## src/rtl/int2frac_if.sv

```systemverilog
// Request/result bundle for the decimal-fraction to binary-fraction converter.
// The master drives the operands and start; the slave returns the result and status.
interface int2frac_if #(
    parameter int unsigned ITER  = 16,
    parameter int unsigned DEC_W = 32
);
    logic             int2frac_start;
    logic [DEC_W-1:0] frac_digits;
    logic [3:0]       frac_len;
    logic [ITER-1:0]  frac_part;
    logic             int2frac_done;
    logic             int2frac_busy;
    logic             int2frac_err;

    modport master (
        output int2frac_start,
        output frac_digits,
        output frac_len,
        input  frac_part,
        input  int2frac_done,
        input  int2frac_busy,
        input  int2frac_err
    );

    modport slave (
        input  int2frac_start,
        input  frac_digits,
        input  frac_len,
        output frac_part,
        output int2frac_done,
        output int2frac_busy,
        output int2frac_err
    );
endinterface

```

## src/rtl/int2frac.sv

```systemverilog
// Decimal fraction digits -> 16-bit binary fraction. Scales to a 10^9 fixed-point value,
// extracts bits by repeated doubling against 10^9, then rounds half up with saturation.
module int2frac #(
    parameter int unsigned ITER  = 16,
    parameter int unsigned DEC_W = 32
) (
    input logic        clk,
    input logic        rst,
    int2frac_if.slave  cvt
);

    localparam int unsigned CntW    = $clog2(ITER);
    localparam logic [30:0] Billion = 31'd1_000_000_000;

    typedef enum logic [1:0] {StIdle, StScale, StConv, StRound} state_e;

    state_e          state_q, state_d;
    logic [30:0]     acc_q, acc_d;
    logic [3:0]      cnt_q, cnt_d;
    logic [CntW-1:0] bit_q, bit_d;
    logic [ITER-1:0] res_q, res_d;
    logic [ITER-1:0] frac_q, frac_d;
    logic            done_q, done_d;
    logic            err_q, err_d;

    logic [30:0]      twice;
    logic             twice_ge;
    logic [DEC_W-1:0] limit;
    logic             illegal;

    // Upper bound (exclusive) of digits for a given count; lengths above 9 are
    // rejected separately, so their entry here is never relied upon.
    always_comb begin
        unique case (cvt.frac_len)
            4'd0:    limit = DEC_W'(32'd1);
            4'd1:    limit = DEC_W'(32'd10);
            4'd2:    limit = DEC_W'(32'd100);
            4'd3:    limit = DEC_W'(32'd1_000);
            4'd4:    limit = DEC_W'(32'd10_000);
            4'd5:    limit = DEC_W'(32'd100_000);
            4'd6:    limit = DEC_W'(32'd1_000_000);
            4'd7:    limit = DEC_W'(32'd10_000_000);
            4'd8:    limit = DEC_W'(32'd100_000_000);
            4'd9:    limit = DEC_W'(32'd1_000_000_000);
            default: limit = '0;
        endcase
    end

    assign illegal  = (cvt.frac_len > 4'd9) || (cvt.frac_digits >= limit);
    // acc < 10^9 < 2^30 after scaling, so the doubling never overflows 31 bits.
    assign twice    = {acc_q[29:0], 1'b0};
    assign twice_ge = (twice >= Billion);

    always_comb begin
        state_d = state_q;
        acc_d   = acc_q;
        cnt_d   = cnt_q;
        bit_d   = bit_q;
        res_d   = res_q;
        frac_d  = frac_q;
        done_d  = 1'b0;
        err_d   = err_q;

        unique case (state_q)
            StIdle: begin
                if (cvt.int2frac_start) begin
                    err_d = 1'b0;
                    if (illegal) begin
                        frac_d = '0;
                        err_d  = 1'b1;
                        done_d = 1'b1;
                    end else begin
                        acc_d   = cvt.frac_digits[30:0];
                        cnt_d   = cvt.frac_len;
                        bit_d   = '0;
                        res_d   = '0;
                        state_d = (cvt.frac_len == 4'd9) ? StConv : StScale;
                    end
                end
            end

            StScale: begin
                acc_d = (acc_q << 3) + (acc_q << 1);
                cnt_d = cnt_q + 4'd1;
                if (cnt_q + 4'd1 == 4'd9) begin
                    state_d = StConv;
                end
            end

            StConv: begin
                if (twice_ge) begin
                    res_d = {res_q[ITER-2:0], 1'b1};
                    acc_d = twice - Billion;
                end else begin
                    res_d = {res_q[ITER-2:0], 1'b0};
                    acc_d = twice;
                end
                bit_d = bit_q + CntW'(1);
                if (bit_q == CntW'(ITER - 1)) begin
                    state_d = StRound;
                end
            end

            StRound: begin
                // Round half up, but never wrap an all-ones result back to zero.
                if (twice_ge && !(&res_q)) begin
                    frac_d = res_q + ITER'(1);
                end else begin
                    frac_d = res_q;
                end
                done_d  = 1'b1;
                err_d   = 1'b0;
                state_d = StIdle;
            end

            default: state_d = StIdle;
        endcase
    end

    always_ff @(posedge clk or posedge rst) begin
        if (rst) begin
            state_q <= StIdle;
            acc_q   <= '0;
            cnt_q   <= '0;
            bit_q   <= '0;
            res_q   <= '0;
            frac_q  <= '0;
            done_q  <= 1'b0;
            err_q   <= 1'b0;
        end else begin
            state_q <= state_d;
            acc_q   <= acc_d;
            cnt_q   <= cnt_d;
            bit_q   <= bit_d;
            res_q   <= res_d;
            frac_q  <= frac_d;
            done_q  <= done_d;
            err_q   <= err_d;
        end
    end

    assign cvt.frac_part     = frac_q;
    assign cvt.int2frac_done = done_q;
    assign cvt.int2frac_err  = err_q;
    assign cvt.int2frac_busy = (state_q != StIdle);

endmodule
```

## src/flat_wrapper.sv

```systemverilog
// flat-port wrapper written by rule: the top's interface ports become plain ports
module int2frac_flat 
#(
    parameter int unsigned ITER  = 16,
    parameter int unsigned DEC_W = 32
)
  (clk, rst, cvt_int2frac_start, cvt_frac_digits, cvt_frac_len, cvt_frac_part, cvt_int2frac_done, cvt_int2frac_busy, cvt_int2frac_err);
  int2frac_if #(.ITER(ITER), .DEC_W(DEC_W)) cvt_i ();
  input logic clk;
  input logic rst;
  input wire logic [$bits(cvt_i.int2frac_start)-1:0] cvt_int2frac_start;
  input wire logic [$bits(cvt_i.frac_digits)-1:0] cvt_frac_digits;
  input wire logic [$bits(cvt_i.frac_len)-1:0] cvt_frac_len;
  output wire logic [$bits(cvt_i.frac_part)-1:0] cvt_frac_part;
  output wire logic [$bits(cvt_i.int2frac_done)-1:0] cvt_int2frac_done;
  output wire logic [$bits(cvt_i.int2frac_busy)-1:0] cvt_int2frac_busy;
  output wire logic [$bits(cvt_i.int2frac_err)-1:0] cvt_int2frac_err;
  assign cvt_i.int2frac_start = cvt_int2frac_start;
  assign cvt_i.frac_digits = cvt_frac_digits;
  assign cvt_i.frac_len = cvt_frac_len;
  assign cvt_frac_part = cvt_i.frac_part;
  assign cvt_int2frac_done = cvt_i.int2frac_done;
  assign cvt_int2frac_busy = cvt_i.int2frac_busy;
  assign cvt_int2frac_err = cvt_i.int2frac_err;
  int2frac #(.ITER(ITER), .DEC_W(DEC_W)) u_core (.clk(clk), .rst(rst), .cvt(cvt_i));
endmodule
```

## config.mk

```make
export PLATFORM = sky130hd
export DESIGN_NAME = int2frac_flat
export DESIGN_NICKNAME = d
export VERILOG_FILES = /design/src/rtl/int2frac_if.sv /design/src/rtl/int2frac.sv /design/src/flat_wrapper.sv
export SDC_FILE = /design/constraint.sdc
export NUM_CORES = 1
export LEC_CHECK = 0
export ABC_AREA = 1
export CAP_MARGIN = 5
export CORE_AREA = 2 2 120 180
export CTS_CLUSTER_SIZE = 10
export DETAILED_ROUTE_END_ITERATION = 8
export DIE_AREA = 0 0 122 182
export DONT_BUFFER_PORTS = 1
export MAX_ROUTING_LAYER = met4
export PLACE_DENSITY_LB_ADDON = 0.08
export SLEW_MARGIN = 20
export SYNTH_ARGS = -nofsm -noshare
export SYNTH_HDL_FRONTEND = slang
export SYNTH_SLANG_ARGS = --single-unit
```

## constraint.sdc

```tcl
create_clock -name clk -period 2.8 [get_ports clk]
set_clock_uncertainty 0.15 [all_clocks]
set_input_delay 0.56 -clock clk [delete_from_list [all_inputs] [get_ports clk]]
set_output_delay 0.56 -clock clk [all_outputs]
set_load 0.01 [all_outputs]
```

==> results of run 1 <==
==> flip-flops by register name, indices dropped and copies added (netlist names) <==
name                      count
u_core.bit_q                  4
u_core.res_q                 16
u_core.cvt.int2frac_err       1
u_core.cvt.frac_part         16
u_core.cvt.int2frac_done      1
u_core.acc_q                 30
u_core.state_q                2
u_core.cnt_q                  4
==> metal layers <==
layer	up-vias	global-route usage
li1	4413	-
met1	3799	0.263
met2	156	0.483
met3	50	0.0314
met4	0	0.109
met5	-	-
==> cells by family after synthesis <==
logic type / synth area share
AND/OR/NAND/NOR: 0.433
AO/OA/AOI/OAI: 0.110
adder cells (fa/ha/maj): 0.115
XOR/XNOR: 0.00862
flip-flops: 0.228
buffers and inverters: 0.106
==> through the flow <==
stage          instance area, sq um  worst slack, ns  instances
2_1_floorplan                  8290           0.0144       1362
3_3_place_gp                   8800           -0.295       1643
3_5_place_dp                   8800           -0.343       1643
4_1_cts                        9120          0.00999       1660
5_1_grt                        9480          -0.0952       1667
6_report                       9480           0.0857       1667
==> cells in the mapped netlist, types with 2 or more instances <==
master	number
sky130_fd_sc_hd__o21ai_1	14
sky130_fd_sc_hd__nor2_4	3
sky130_fd_sc_hd__nand2_2	6
sky130_fd_sc_hd__a21oi_1	56
sky130_fd_sc_hd__nor2_2	3
sky130_fd_sc_hd__nand2_1	530
sky130_fd_sc_hd__buf_1	2
sky130_fd_sc_hd__o21bai_1	4
sky130_fd_sc_hd__buf_2	14
sky130_fd_sc_hd__o211ai_1	3
sky130_fd_sc_hd__nor2_1	98
sky130_fd_sc_hd__buf_4	2
sky130_fd_sc_hd__inv_1	174
sky130_fd_sc_hd__or2_2	11
sky130_fd_sc_hd__o21ai_0	72
sky130_fd_sc_hd__inv_2	5
sky130_fd_sc_hd__ha_1	73
sky130_fd_sc_hd__o22ai_1	2
sky130_fd_sc_hd__and2_1	3
sky130_fd_sc_hd__nand3_1	108
sky130_fd_sc_hd__clkinv_1	2
sky130_fd_sc_hd__xor2_1	5
sky130_fd_sc_hd__buf_6	3
sky130_fd_sc_hd__nor3_1	14
sky130_fd_sc_hd__xnor2_1	3
sky130_fd_sc_hd__a21oi_2	2
sky130_fd_sc_hd__nand3b_1	8
sky130_fd_sc_hd__clkbuf_1	13
sky130_fd_sc_hd__a21o_1	4
sky130_fd_sc_hd__nand4_1	23
sky130_fd_sc_hd__a31oi_1	5
sky130_fd_sc_hd__and2_0	2
sky130_fd_sc_hd__dfrtp_1	74
sky130_fd_sc_hd__nor3_2	2
sky130_fd_sc_hd__a221o_1	2
==> worst max-delay path by stage <==
stage | slack (ns) | endpoint
global route | -0.1 | u_core.acc_q[23]$_DFFE_PP0P_
finish | 0.09 | u_core.acc_q[4]$_DFFE_PP0P_
global placement | -0.29 | u_core.acc_q[27]$_DFFE_PP0P_
CTS | 0.01 | u_core.acc_q[24]$_DFFE_PP0P_
detailed placement | -0.34 | u_core.acc_q[27]$_DFFE_PP0P_
floorplan | 0.01 | u_core.acc_q[3]$_DFFE_PP0P_
==> critical path: cells and delay by family <==
family	cells	cell delay, ns
AND/OR/NAND/NOR	10	1.19
buffers and inverters	6	0.75
adder cells (fa/ha/maj)	1	0.25
AO/OA/AOI/OAI	1	0.07
==> repair_timing <==
| item | CTS | global route |
|---|---|---|
| setup buffers | 0 | 5 |
| setup endpoints to repair | 0 | 72 |
| hold buffers | 1 | 0 |
| endpoints found under the hold margin | 29 | 0 |
| resized for setup | 0 | 58 |
==> report_power, final <==
group	leakage, nW	switching [mW]	internal, mW	total (mW)
sequential	0.975	0.558	1.37	1.92
clock	0.146	0.545	0.710	1.26
combinational	3.80	4.58	2.49	7.07
total	4.92	5.69	4.57	10.3
==> final cells by class <==
cell class	count	area [sq um]	share of cell area
multi-input combinational	1072	5740	0.605
clock inverter	7	85.1	0.00898
tap	268	335	0.0354
sequential	74	1850	0.195
timing repair buffer	55	527	0.0556
inverter	182	714	0.0754
clock buffer	9	225	0.0238
==> qor.log, run 1 <==
[route] WL met1 10.5 mm
[synth] total number of yosys warnings 0
[critical_path] Critical Path Max Stage Delay 0.25 ns
[run] max-cap viol count 0
[timing] sum of negative setup slack 0 ns
[cts] clock edge transition at the registers on the reported setup and hold paths 0.07 ns
[cts] clk buf depth 2
[floorplan] core footprint 20700 sq um
[route] wire length per cell after detailed routing 16.4 um
[critical_path] critical path capture point type flip-flop
[worst_hold_path] worst hold path startpoint cvt_frac_digits[0]
[synth] largest area contributor in the synthesized netlist sky130_fd_sc_hd__nand2_1
[critical_path] startpoint class of the critical path input port
[floorplan] width of the chip 122 um
[timing] tightest slew margin relative to the limit 0.622
[worst_hold_path] HP Class in2reg
[critical_path] master of the slowest instance on the critical path sky130_fd_sc_hd__ha_4
[synth] number of distinct library cells after synthesis 52
[power] P per Cell Area 1080 nW/um^2
[critical_path] minimum setup slack among reg-to-reg paths 0.18 ns
[synth] post-synthesis instance area 8130 sq um
[critical_path] critical path cell sequence clkinvlp_4 -> buf_6 -> nor2_4 -> inv_4 -> buf_4 -> ha_4 -> nand2_1 -> inv_2 -> nand3_2 -> nor3_4 -> and2b_1 -> nand2_1 -> nand4_1 -> nand2_4 -> nand3_4 -> buf_12 -> nand2_1 -> o21ai_1
[global_route] all-layer global routing usage 0.257
[route] highest metal layer used by the detailed router met4
[cts] clock tree from TritonCTS done
[synth] mean area per synthesized cell 5.97 sq um
[worst_hold_path] Hold Path Sink u_core.acc_q[0]$_DFFE_PP0P_
[critical_path] reg2reg path depth 13
[layout] Finished Core Util 0.457
[synth] sequential element share of the synthesized area 0.228
[floorplan] effective utilization at floorplan 0.392
[placed_design] final RePlAce weighted congestion 0.955
[cts] number of buffers inserted during clock tree synthesis 9
[floorplan] vertical die dimension 182 um
[route] router iterations before antenna repair 5
[timing] final-report max-slew violation count 0
[synth] cells after synthesis 1362
[floorplan] number of rows in the core area 65
[cts] H-tree levels 3
[timing] Hold Worst Slack 0.202 ns
[timing] FMAX 368 MHz
[timing] fraction of the cycle the final worst path needs 0.969
[synth] primary flip-flop cell chosen by synthesis mapping sky130_fd_sc_hd__dfrtp_1
[layout] commonest non-fill, non-tap cell in the layout sky130_fd_sc_hd__nand2_1
[critical_path] arrival time worst endpoint 2.84 ns
[power] post-layout power 10.3 mW
[critical_path] crit path from cvt_frac_len[3]
[placed_design] Post-DP HPWL 21.9 mm
[route] wire length reported by the detailed router 27.3 mm
[critical_path] Max Fanout on Critical Path 17
[cts] Clock Sinks 74
[synth] portion of synthesized cell area occupied by the leading cell type 0.245
[critical_path] Worst R2R Start u_core.acc_q[3]$_DFFE_PP0P_
[layout] Antenna diodes 0
[run_status] result of the run complete, no violations
[critical_path] Worst EP required 2.92 ns
[synth] top area cells in the synthesized netlist sky130_fd_sc_hd__nand2_1 24%, sky130_fd_sc_hd__dfrtp_1 23%, sky130_fd_sc_hd__ha_1 11%
[route] Post-DRT Antenna Nets 0
[critical_path] worst r2r dst u_core.acc_q[14]$_DFFE_PP0P_
[global_route] initial antenna violation count 0
[cts] CTS Root Cell sky130_fd_sc_hd__clkbuf_16
[global_route] vias in the first global route 8346
[timing] slew at the pin closest to its max-slew limit 0.566 ns
[layout] fraction of layout instances using a drive strength above 1 0.117
[critical_path] crit path kind in2reg
[cts] clock latency at the later pin of the worst-skew pair 0.35 ns
[synth] synthesized net count 1475
[route] number of violations reported at the end of detailed-routing iteration 0 445
[global_route] wire length of the first global-routing pass 43.3 mm
[route] Detail Route met3 WL 772 um
[route] vias 8418
[synth] post-synthesis sequential element count 74
[timing] final critical delay including setup and external delays 2.71 ns
[synth] number of synthesized flops with an enable pin 0
[timing] final setup violation count 0
[power] P_leak 4.92 nW
[layout] area growth from synthesis to final layout 16.6%
[layout] commonest cells after routing, fill and taps aside 523 x sky130_fd_sc_hd__nand2_1, 164 x sky130_fd_sc_hd__inv_1, 102 x sky130_fd_sc_hd__nand3_1
[critical_path] cell seen most often among critical-path stages sky130_fd_sc_hd__nand2_1
[placed_design] input/output buffers 0
[layout] net count of the finished layout 1507
[global_route] maximum number of pins on one net before global-route repair 46
[route] routed length on met2 14.8 mm
[timing] final hold violation count 0
[synth] Post-synth ARST share 1.00
[global_route] Overflow after GRT 0
[layout] fill cell total of the finished layout 2269
[route] vias per cell 5.05
[floorplan] die area 22200 sq um
[route] Remaining DRCs 0
[timing] RSZ-0062 raised after global routing yes
[worst_hold_path] Hold Path Stages 2
[floorplan] number of I/O pins 58
[power] worst IR drop on VDD 0.515 mV
Note: power is estimated with default switching activity, not from simulation.
==> run 2, diff against run 1 <==
--- a/config.mk
+++ b/config.mk
@@ -14,7 +14,6 @@
 export DONT_BUFFER_PORTS = 1
 export MAX_ROUTING_LAYER = met4
 export PLACE_DENSITY_LB_ADDON = 0.08
-export SLEW_MARGIN = 20
 export SYNTH_ARGS = -nofsm -noshare
 export SYNTH_HDL_FRONTEND = slang
 export SYNTH_SLANG_ARGS = --single-unit
==> results of run 2 <==
No change in the layout: final DEF, timing and power equal those of run 1.
==> run 3, diff against run 2 <==
--- a/config.mk
+++ b/config.mk
@@ -7,10 +7,10 @@
 export LEC_CHECK = 0
 export ABC_AREA = 1
 export CAP_MARGIN = 5
-export CORE_AREA = 2 2 120 180
+export CORE_AREA = 2 2 113 170
 export CTS_CLUSTER_SIZE = 10
 export DETAILED_ROUTE_END_ITERATION = 8
-export DIE_AREA = 0 0 122 182
+export DIE_AREA = 0 0 115 172
 export DONT_BUFFER_PORTS = 1
 export MAX_ROUTING_LAYER = met4
 export PLACE_DENSITY_LB_ADDON = 0.08
==> run 3 against run 2 <==
  * The run now ends with hold timing left
  * Global-route usage up 1.6 points
  * Sequential share of layout area fell by 0.35 points
  * Non-clock buffer count increased by 4
  * Clock power is essentially flat
  * Worst setup slack lost 0.062 ns
  * Routed wire length down 2.0%
  * Hold slack got worse by 0.20 ns
  * Fmax decreased by 2.2%
  * Total power grew 2.1%
  * Critical endpoint is now u_core.cvt.frac_part[2]$_DFFE_PP0P_
==> qor.log, run 3 (synthesized netlist as in run 1, its figures left out) <==
[run_status] result of the run finished with violations
[run_status] violated checks hold timing
[power] P_leak 5.01 nW
[floorplan] core footprint 18300 sq um
[cts] total of hold buffers inserted after clock tree synthesis 0
[timing] final hold violation count 2
[layout] commonest non-fill, non-tap cell in the layout sky130_fd_sc_hd__nand2_1
[layout] net count of the finished layout 1514
[cts] clock tree from TritonCTS done
[run] max-cap viol count 0
[layout] final standard cell area without fillers 9650 sq um
[layout] multi-input gate area in the final layout 5860 sq um
[layout] number of flip-flops in the largest register 30
[power] P per Cell Area 1080 nW/um^2
[route] router iterations before antenna repair 5
[layout] Antenna diodes 0
[floorplan] width of the chip 115 um
[global_route] vias in the first global route 8181
[timing] slew at the pin closest to its max-slew limit 0.642 ns
[placed_design] final RePlAce weighted congestion 0.978
[route] vias per cell 5.28
[route] vias 8580
[global_route] all-layer global routing usage 0.273
[layout] commonest cells after routing, fill and taps aside 504 x sky130_fd_sc_hd__nand2_1, 165 x sky130_fd_sc_hd__inv_1, 101 x sky130_fd_sc_hd__nand3_1
[timing] final critical delay including setup and external delays 2.78 ns
[global_route] maximum number of pins on one net before global-route repair 44
[cts] clk buf depth 2
[timing] fraction of the cycle the final worst path needs 0.992
[cts] Clock Sinks 74
[cts] clock edge transition at the registers on the reported setup and hold paths 0.07 ns
[timing] final setup violation count 0
[layout] top register by number of flip-flops u_core.acc_q
[critical_path] critical path capture point type flip-flop
[critical_path] arrival time worst endpoint 2.86 ns
[global_route] wire length of the first global-routing pass 41.3 mm
[floorplan] vertical die dimension 172 um
[cts] CTS Root Cell sky130_fd_sc_hd__clkbuf_16
[critical_path] Max Fanout on Critical Path 6
[layout] register area 1850 sq um
[route] wire length reported by the detailed router 26.8 mm
[timing] Hold Worst Slack -0.00280 ns
[timing] tightest slew margin relative to the limit 0.572
[floorplan] number of rows in the core area 61
[floorplan] number of I/O pins 58
[floorplan] die area 19800 sq um
[route] number of violations reported at the end of detailed-routing iteration 0 478
[global_route] Overflow after GRT 0
[critical_path] Worst EP required 2.88 ns
[placed_design] placed cell area 8720 sq um
[cts] number of buffers inserted during clock tree synthesis 9
[layout] Finished Core Util 0.527
[global_route] initial antenna violation count 0
[floorplan] effective utilization at floorplan 0.444
[route] Remaining DRCs 0
[critical_path] crit path kind in2reg
[layout] fraction of layout instances using a drive strength above 1 0.142
[cts] clock latency at the later pin of the worst-skew pair 0.35 ns
[power] post-layout power 10.5 mW
[layout] area growth from synthesis to final layout 18.7%
[power] worst IR drop on VDD 0.571 mV
[placed_design] Post-DP HPWL 20.8 mm
[timing] RSZ-0062 raised after global routing yes
[timing] FMAX 360 MHz
[route] wire length per cell after detailed routing 16.5 um
[layout] fill cell total of the finished layout 1940
[route] Post-DRT Antenna Nets 0
[timing] final-report max-slew violation count 0
[critical_path] startpoint class of the critical path input port
[worst_hold_path] HP Class in2async
[placed_design] input/output buffers 0
[cts] H-tree levels 3
[run 3: changes by cell type in the layout (fill, tap and decap cells not counted), sizes merged]
cell / change
buf: +5
clkinv: +4
inv: -1
dlygate4sd3: -1
[run 3: worst paths after layout]
check	from	end	slack, ns	cells after the start
worst min register to register	u_core.res_q[3]$_DFFE_PP0P_	u_core.res_q[3]$_DFFE_PP0P_	0.37	2
max in group asynchronous	rst	u_core.res_q[11]$_DFFE_PP0P_	1.75	2
min in group clk	cvt_frac_digits[0]	u_core.acc_q[0]$_DFFE_PP0P_	0.20	2
worst max register to register	u_core.acc_q[8]$_DFFE_PP0P_	u_core.cvt.frac_part[14]$_DFFE_PP0P_	0.17	13
worst min-delay path	rst	u_core.bit_q[3]$_DFFE_PP0P_	-0.003	1
worst max-delay path	cvt_frac_len[1]	u_core.cvt.frac_part[2]$_DFFE_PP0P_	0.02	21
[run 3: metrics by stage]
stage / worst slack [ns] / setup TNS [ns] / instances
floorplan: 0.0144 / 0 / 1362
global placement: -0.306 / -17.88 / 1597
detailed placement: -0.336 / -21.00 / 1597
CTS: 0.0251 / 0 / 1613
global route: -0.116 / -4.44 / 1626
finish: 0.0236 / 0 / 1626
[run 3: what timing repair did]
action,in CTS,in global routing
setup endpoints to repair,0,74
setup buffers,0,8
resized for setup,0,133
hold endpoints to repair,0,0
[run 3: worst max-delay path, stage by stage]
cell and delay (ns):
sky130_fd_sc_hd__clkinv_16 0.03, sky130_fd_sc_hd__ha_4 0.12, sky130_fd_sc_hd__inv_2 0.04, sky130_fd_sc_hd__nor3_4 0.22, sky130_fd_sc_hd__inv_2 0.07, sky130_fd_sc_hd__buf_6 0.14
sky130_fd_sc_hd__ha_4 0.26, sky130_fd_sc_hd__nand2_2 0.04, sky130_fd_sc_hd__inv_2 0.05, sky130_fd_sc_hd__nand3_2 0.06, sky130_fd_sc_hd__nor3_2 0.19, sky130_fd_sc_hd__and2b_1 0.17
sky130_fd_sc_hd__nand2_1 0.05, sky130_fd_sc_hd__nand4_1 0.19, sky130_fd_sc_hd__buf_4 0.16, sky130_fd_sc_hd__nand2_4 0.06, sky130_fd_sc_hd__nand2_8 0.11, sky130_fd_sc_hd__buf_12 0.13
sky130_fd_sc_hd__clkinv_8 0.07, sky130_fd_sc_hd__nand2_2 0.05, sky130_fd_sc_hd__o21ai_1 0.05
[run 3: cell type report]
class | count | area share
Inverter | 182 | 0.0770
Multi-Input combinational cell | 1072 | 0.607
Tap cell | 220 | 0.0285
Clock buffer | 9 | 0.0233
Timing Repair inverter | 3 | 0.00428
Clock inverter | 7 | 0.00856
Timing Repair Buffer | 59 | 0.0594
Sequential cell | 74 | 0.192
[run 3: metal layers]
metal | track usage | share of wire | up-vias
met5 | - | 0 | -
met4 | 0.124 | 0.049 | 0
met3 | 0.0315 | 0.032 | 67
met2 | 0.514 | 0.54 | 193
met1 | 0.281 | 0.38 | 3898
li1 | - | - | 4422
[run 3: power breakdown]
group / switching [mW] / internal (mW) / leakage [nW] / total [mW]
Combinational: 4.73 / 2.58 / 3.89 / 7.31
Clock: 0.522 / 0.706 / 0.145 / 1.23
Sequential: 0.561 / 1.37 / 0.975 / 1.93
